--- config.mk ---
export PLATFORM = sky130hd
export DESIGN_NAME = dice_roll_sequencer
export DESIGN_NICKNAME = d
export VERILOG_FILES = /design/src/rtl/dice_pkg.sv /design/src/rtl/dice_lfsr.sv /design/src/rtl/dice_roll_sequencer.sv
export SDC_FILE = /design/constraint.sdc
export NUM_CORES = 1
export LEC_CHECK = 0
export CAP_MARGIN = 0
export CORE_MARGIN = 2
export CORE_UTILIZATION = 44
export CTS_BUF_LIST = sky130_fd_sc_hd__clkbuf_4 sky130_fd_sc_hd__clkbuf_8 sky130_fd_sc_hd__clkbuf_16
export DETAILED_ROUTE_END_ITERATION = 16
export SYNTH_ARGS = -nofsm -noshare
export SYNTH_HDL_FRONTEND = slang
export SYNTH_SLANG_ARGS = --single-unit
--- constraint.sdc ---
create_clock -name clk -period 3 [get_ports clk]
set_input_delay 0.9 -clock clk [delete_from_list [all_inputs] [get_ports clk]]
set_output_delay 0.9 -clock clk [all_outputs]
set_load 0.02 [all_outputs]
--- src/rtl/dice_pkg.sv ---
// Types and helpers shared by the die datapath and the game controller.
// Holds the roll state encoding, the face type and the LFSR tap mask.
package dice_pkg;

   typedef enum logic [1:0] {IDLE, SPIN, SETTLE, DONE} roll_state_t;

   typedef logic [2:0] face_t;

   localparam logic [7:0] LFSR_TAPS = 8'hB8;

   // Maps any LFSR value onto a die face in 1..6.
   function automatic face_t face_of(input logic [7:0] l);
      return face_t'(l % 8'd6) + face_t'(1);
   endfunction

endpackage

--- src/rtl/dice_lfsr.sv ---
// Free-running 8-bit Fibonacci LFSR (x^8+x^6+x^5+x^4+1) that supplies die randomness.
// Advances every cycle out of reset; a zero seed is replaced so it can never lock up.
module dice_lfsr
   import dice_pkg::*;
#(
   parameter logic [7:0] SEED = 8'hA5
) (
   input  logic       clk,
   input  logic       rst_n,
   output logic [7:0] value
);

   localparam logic [7:0] SeedSafe = (SEED == 8'h00) ? 8'h01 : SEED;

   logic [7:0] lfsr_q, lfsr_d;

   always_comb begin
      lfsr_d = {lfsr_q[6:0], ^(lfsr_q & LFSR_TAPS)};
   end

   always_ff @(posedge clk) begin
      if (!rst_n) begin
         lfsr_q <= SeedSafe;
      end else begin
         lfsr_q <= lfsr_d;
      end
   end

   assign value = lfsr_q;

endmodule

--- src/rtl/dice_roll_sequencer.sv ---
// Roll-phase sequencer: spins the die face with a slowing animation, holds the final
// face, then pulses done for one cycle with the latched result.
module dice_roll_sequencer
   import dice_pkg::*;
#(
   parameter int unsigned SPIN_STEPS   = 12,
   parameter int unsigned BASE_DELAY   = 2,
   parameter int unsigned DELAY_GROWTH = 1,
   parameter int unsigned HOLD_CYCLES  = 8,
   parameter logic [7:0]  SEED         = 8'hA5
) (
   input  logic       clk,
   input  logic       rst_n,
   input  logic       start_i,
   input  logic       abort_i,
   output logic       busy_o,
   output logic       done_o,
   output logic [2:0] face_o,
   output logic [2:0] result_o
);

   localparam int unsigned CntW =
      $clog2(BASE_DELAY + SPIN_STEPS * DELAY_GROWTH + HOLD_CYCLES + 1);
   localparam int unsigned StepW = $clog2(SPIN_STEPS + 1);

   roll_state_t      state_q, state_d;
   logic [CntW-1:0]  cnt_q, cnt_d;
   logic [StepW-1:0] step_q, step_d;
   face_t            face_q, face_d;
   face_t            result_q, result_d;
   logic [7:0]       lfsr;

   dice_lfsr #(
      .SEED (SEED)
   ) u_lfsr (
      .clk   (clk),
      .rst_n (rst_n),
      .value (lfsr)
   );

   always_ff @(posedge clk) begin
      if (!rst_n) begin
         state_q  <= IDLE;
         cnt_q    <= '0;
         step_q   <= '0;
         face_q   <= face_t'(1);
         result_q <= face_t'(1);
      end else begin
         state_q  <= state_d;
         cnt_q    <= cnt_d;
         step_q   <= step_d;
         face_q   <= face_d;
         result_q <= result_d;
      end
   end

   always_comb begin
      state_d  = state_q;
      cnt_d    = cnt_q;
      step_d   = step_q;
      face_d   = face_q;
      result_d = result_q;
      case (state_q)
         IDLE: begin
            if (start_i && !abort_i) begin
               state_d = SPIN;
               step_d  = '0;
               cnt_d   = CntW'(BASE_DELAY - 1);
            end
         end
         SPIN: begin
            if (abort_i) begin
               state_d = IDLE;
            end else if (cnt_q == '0) begin
               face_d = face_of(lfsr);
               step_d = step_q + 1'b1;
               // Each update waits one DELAY_GROWTH longer than the previous one.
               if (32'(step_q) == SPIN_STEPS - 1) begin
                  state_d = SETTLE;
                  cnt_d   = CntW'(HOLD_CYCLES - 1);
               end else begin
                  cnt_d = CntW'(BASE_DELAY + (32'(step_q) + 32'd1) * DELAY_GROWTH - 32'd1);
               end
            end else begin
               cnt_d = cnt_q - 1'b1;
            end
         end
         SETTLE: begin
            if (abort_i) begin
               state_d = IDLE;
            end else if (cnt_q == '0) begin
               state_d  = DONE;
               result_d = face_q;
            end else begin
               cnt_d = cnt_q - 1'b1;
            end
         end
         DONE: begin
            state_d = IDLE;
         end
         default: begin
            state_d = IDLE;
         end
      endcase
   end

   assign busy_o   = (state_q != IDLE);
   assign done_o   = (state_q == DONE);
   assign face_o   = face_q;
   assign result_o = result_q;

endmodule

==> results.md, run 1 <==
* Status: complete, no violations
* DP Wirelength at approximately 2500 um
* Post-synthesis cell area at 0.00164 mm2
* Least-Margin Pin Slew at about 0.7 ns
* Share of cells above drive strength 1 at approximately 7%
* Internal Power at 540 uW
* Vias per Instance at roughly 5.3
* CP dominant cell by count: ha_1
* Setup crit start: u_lfsr.value[4]
* Routed wire length at between 3000 and 4000 um
* Number of synthesized flops with an enable pin at 0
* P_leak at 0.697 nW
* Post-synth cell types at 47
* Pwr dens at 443 mW/mm2
* Crit Path Class: register to register
* CTS Root Cell: clkbuf_8
* Worst-case clock buffer depth at 2
* Die Span Y at 65.1 um
* Top FF cell, synth: dfxtp_1
* Worst Setup Start Kind: register
* Initial antenna violation count at 0
* Hold-fix buffers, CTS at 0
* Clock Skews at 0.00593 ns
* Crit-path slowest cell: dfxtp_1
* Grt ovf at 0
* CP arrival at 2.97 ns
* Per-cell routed wire length at 12.7 um
* CTS buffer count at 3
* Synth Net Count at around 220
* Worst IR Drop VDD at between 0.15 and 0.2 mV
* CP max FO at 10
* Synth warn at 0
* Highest clock rate at 0.356 GHz
* Synthesized instance count at around 210
* ANT cells at 0
* R2R Path End: face_o[2]
* Max Slew Vio Count at 0
* Most common cell in the netlist: dfxtp_1
* Via count at about 1400
* Sw Ratio at approximately 33%
* Routability Congestion at 0.788
* Yosys top cell by area: dfxtp_1
* Tot GR Track Use at 16.3%
* Clock latency on the worst-skew pair at 0.27 ns
* Async set-reset flop share out of synthesis at 0%
* Port bufs at 11
* Post-route DRC violation count at 0
* #FFs+latches synth at 25
* Worst path required time at 3.16 ns
* P_sw at 271 uW
* Chip width at 65.1 um
* Cell Area, Placed at 0.00177 mm2
* Sequential power share at 46.7%
* Worst Reg-to-Reg Cells at 12
* Global-route wire length before repair at 5560 um
* Setup Viol. Count Final at 0
* Vias in the first global route at 1272
* Final design instance area without fill at between 0.0015 and 0.002 mm2
* Die footprint at 0.00424 mm2
* Reg-to-Reg Start: u_lfsr.value[4]
* Pwr Total at approximately 800 uW
* Type of element capturing the critical path: register
* Routed Antenna Nets at 0
* Crit path capture: face_o[2]
* Synth Area per Inst at 7.90 um2
* Fin crit period at ~2.8 ns
* Synth area leaders: dfxtp_1 30%, ha_1 7.6%, a21oi_1 5.8%, nand2_1 4.6%, nand3_1 4.6%
* Placed cells at roughly 260
* Final Hold Viols at 0
* Worst path cell trace: inv_1 -> ha_1 -> nor2b_1 -> o211a_1 -> o211a_4 -> and4_1 -> a21oi_1 -> o21ai_1 -> ha_1 -> nand4_1 -> nor4_1 -> or3_1
* Worst Hold Depth at 2
* Flop2flop setup slack at 0.19 ns
* Largest net degree at the start of global routing at 19
* Core area at roughly 0.0036 mm2
* CTS tree: built
* Final-stage net count at 229
* Non-filler cells, final at 262
* DR iter-0 viols at 53
* Clock power frac at around a quarter
* Area Overhead vs Synth at 11.3%
* Combinational Power Share at 27.8%
* Tcrit/Tclk final at between 90% and 100%
* Post-synthesis sequential area ratio at 30.4%
* Yosys top cell area share at a little under a third
* Relative slew slack at 51.7%
* Critical path's largest stage delay at 0.51 ns
* I/O pin total at 12
* Drt first pass iters at 4
* Site row count at 22
* Clk pin slew, worst setup/hold paths at 0.09 ns
* Starting Density at roughly 45%
* Sink Count at 25
* Max cap viols at 0
* Htree depth at 1
* Worst min path class: register to register
* Commonest cells in the synthesized netlist: 25 x dfxtp_1, 20 x nand2_1, 19 x a21oi_1
-- stage by stage --
stage	util [%]	TNS (ns)	hold slack [ns]	setup slack, ns
final	50.3	0	0.464	0.190
after global routing	50.3	-0.00746	0.498	-0.00746
after global placement	48.8	0	0.447	0.329
after detailed placement	48.8	0	0.450	0.183
after floorplan	-	0	0.445	0.501
after CTS	50.2	0	0.467	0.177
-- flip-flops by register name (all words and copies together) (netlist names) --
signal	count
face_o	3
state_q	2
result_o	3
cnt_q	5
u_lfsr.value	8
step_q	4
-- placed cells by master, fill, tap and decap left out, drive strengths merged, types with 5 or more instances in the layout --
| master | instances |
|---|---|
| nor3 | 5 |
| clkdlybuf4s50 | 11 |
| nor2 | 15 |
| nand3 | 15 |
| a21oi | 19 |
| inv | 14 |
| xor2 | 5 |
| ha | 10 |
| nand2b | 9 |
| dfxtp | 25 |
| nor2b | 5 |
| o21ai | 13 |
| nand2 | 21 |
-- kinds of logic after synthesis --
family	after synthesis	share of synthesized area [%]
compound gates	49	19.9
xor+xnor	8	4.26
fa+ha+maj	10	7.61
buf+inv	26	7.00
flops	25	30.4
mux	1	0.609
simple gates	89	30.2
-- power groups by stage --
| stage | registers [mW] | logic [mW] | clock network, mW |
|---|---|---|---|
| floorplan | 0.373 | 0.188 | 0 |
| global placement | 0.386 | 0.221 | 0 |
| detailed placement | 0.387 | 0.223 | 0 |
| CTS | 0.379 | 0.225 | 0.214 |
| global route | 0.383 | 0.249 | 0.224 |
| finish | 0.379 | 0.225 | 0.207 |
-- timing repair --
action	CTS	global route
setup buffers	0	0
setup endpoints to repair	0	1
gates resized for setup	0	1
-- cell type report --
cell class | count | area (um2)
inverters | 14 | 52.6
clock buffers | 3 | 41.3
repair buffers | 14 | 133
well taps | 48 | 60.1
multi-input cells | 157 | 1030
flip-flops and latches | 25 | 500
clock inverters | 1 | 7.51
fillers | 370 | 1800
-- critical path, delay by kind of cell, from the launching register on --
kind                       cells  cell delay, ns
adders and majority gates      2            0.44
buffers and inverters          1            0.13
and+or+nand+nor                5            0.87
DFF                            1            0.51
AOI/OAI and AO/OA              4            0.74
-- worst min path at each step --
| stage | from | to |
|---|---|---|
| 6_report | result_o[1] | result_o[1] |
| 4_1_cts | result_o[1] | result_o[1] |
| 5_1_grt | result_o[0] | result_o[0] |
| 3_5_place_dp | result_o[2] | result_o[2] |
| 2_1_floorplan | cnt_q[1] | cnt_q[1] |
| 3_3_place_gp | result_o[2] | result_o[2] |
-- routing by layer --
layer	global-route usage [%]	vias up	wire length [um]	share of wire [%]
met2	29.5	9	1640	50
met1	20.2	644	1620	49
met5	0	-	0	0
met3	1.54	2	41	1.2
met4	5.47	0	17	0.51
li1	-	735	-	-
(Power assumes the default switching activity.)
==> run 2: changes to the inputs <==
- HOLD_SLACK_MARGIN: not set -> 0.06
==> results of run 2 <==
Same layout as run 1: the final DEF is identical, and so are final timing and power.
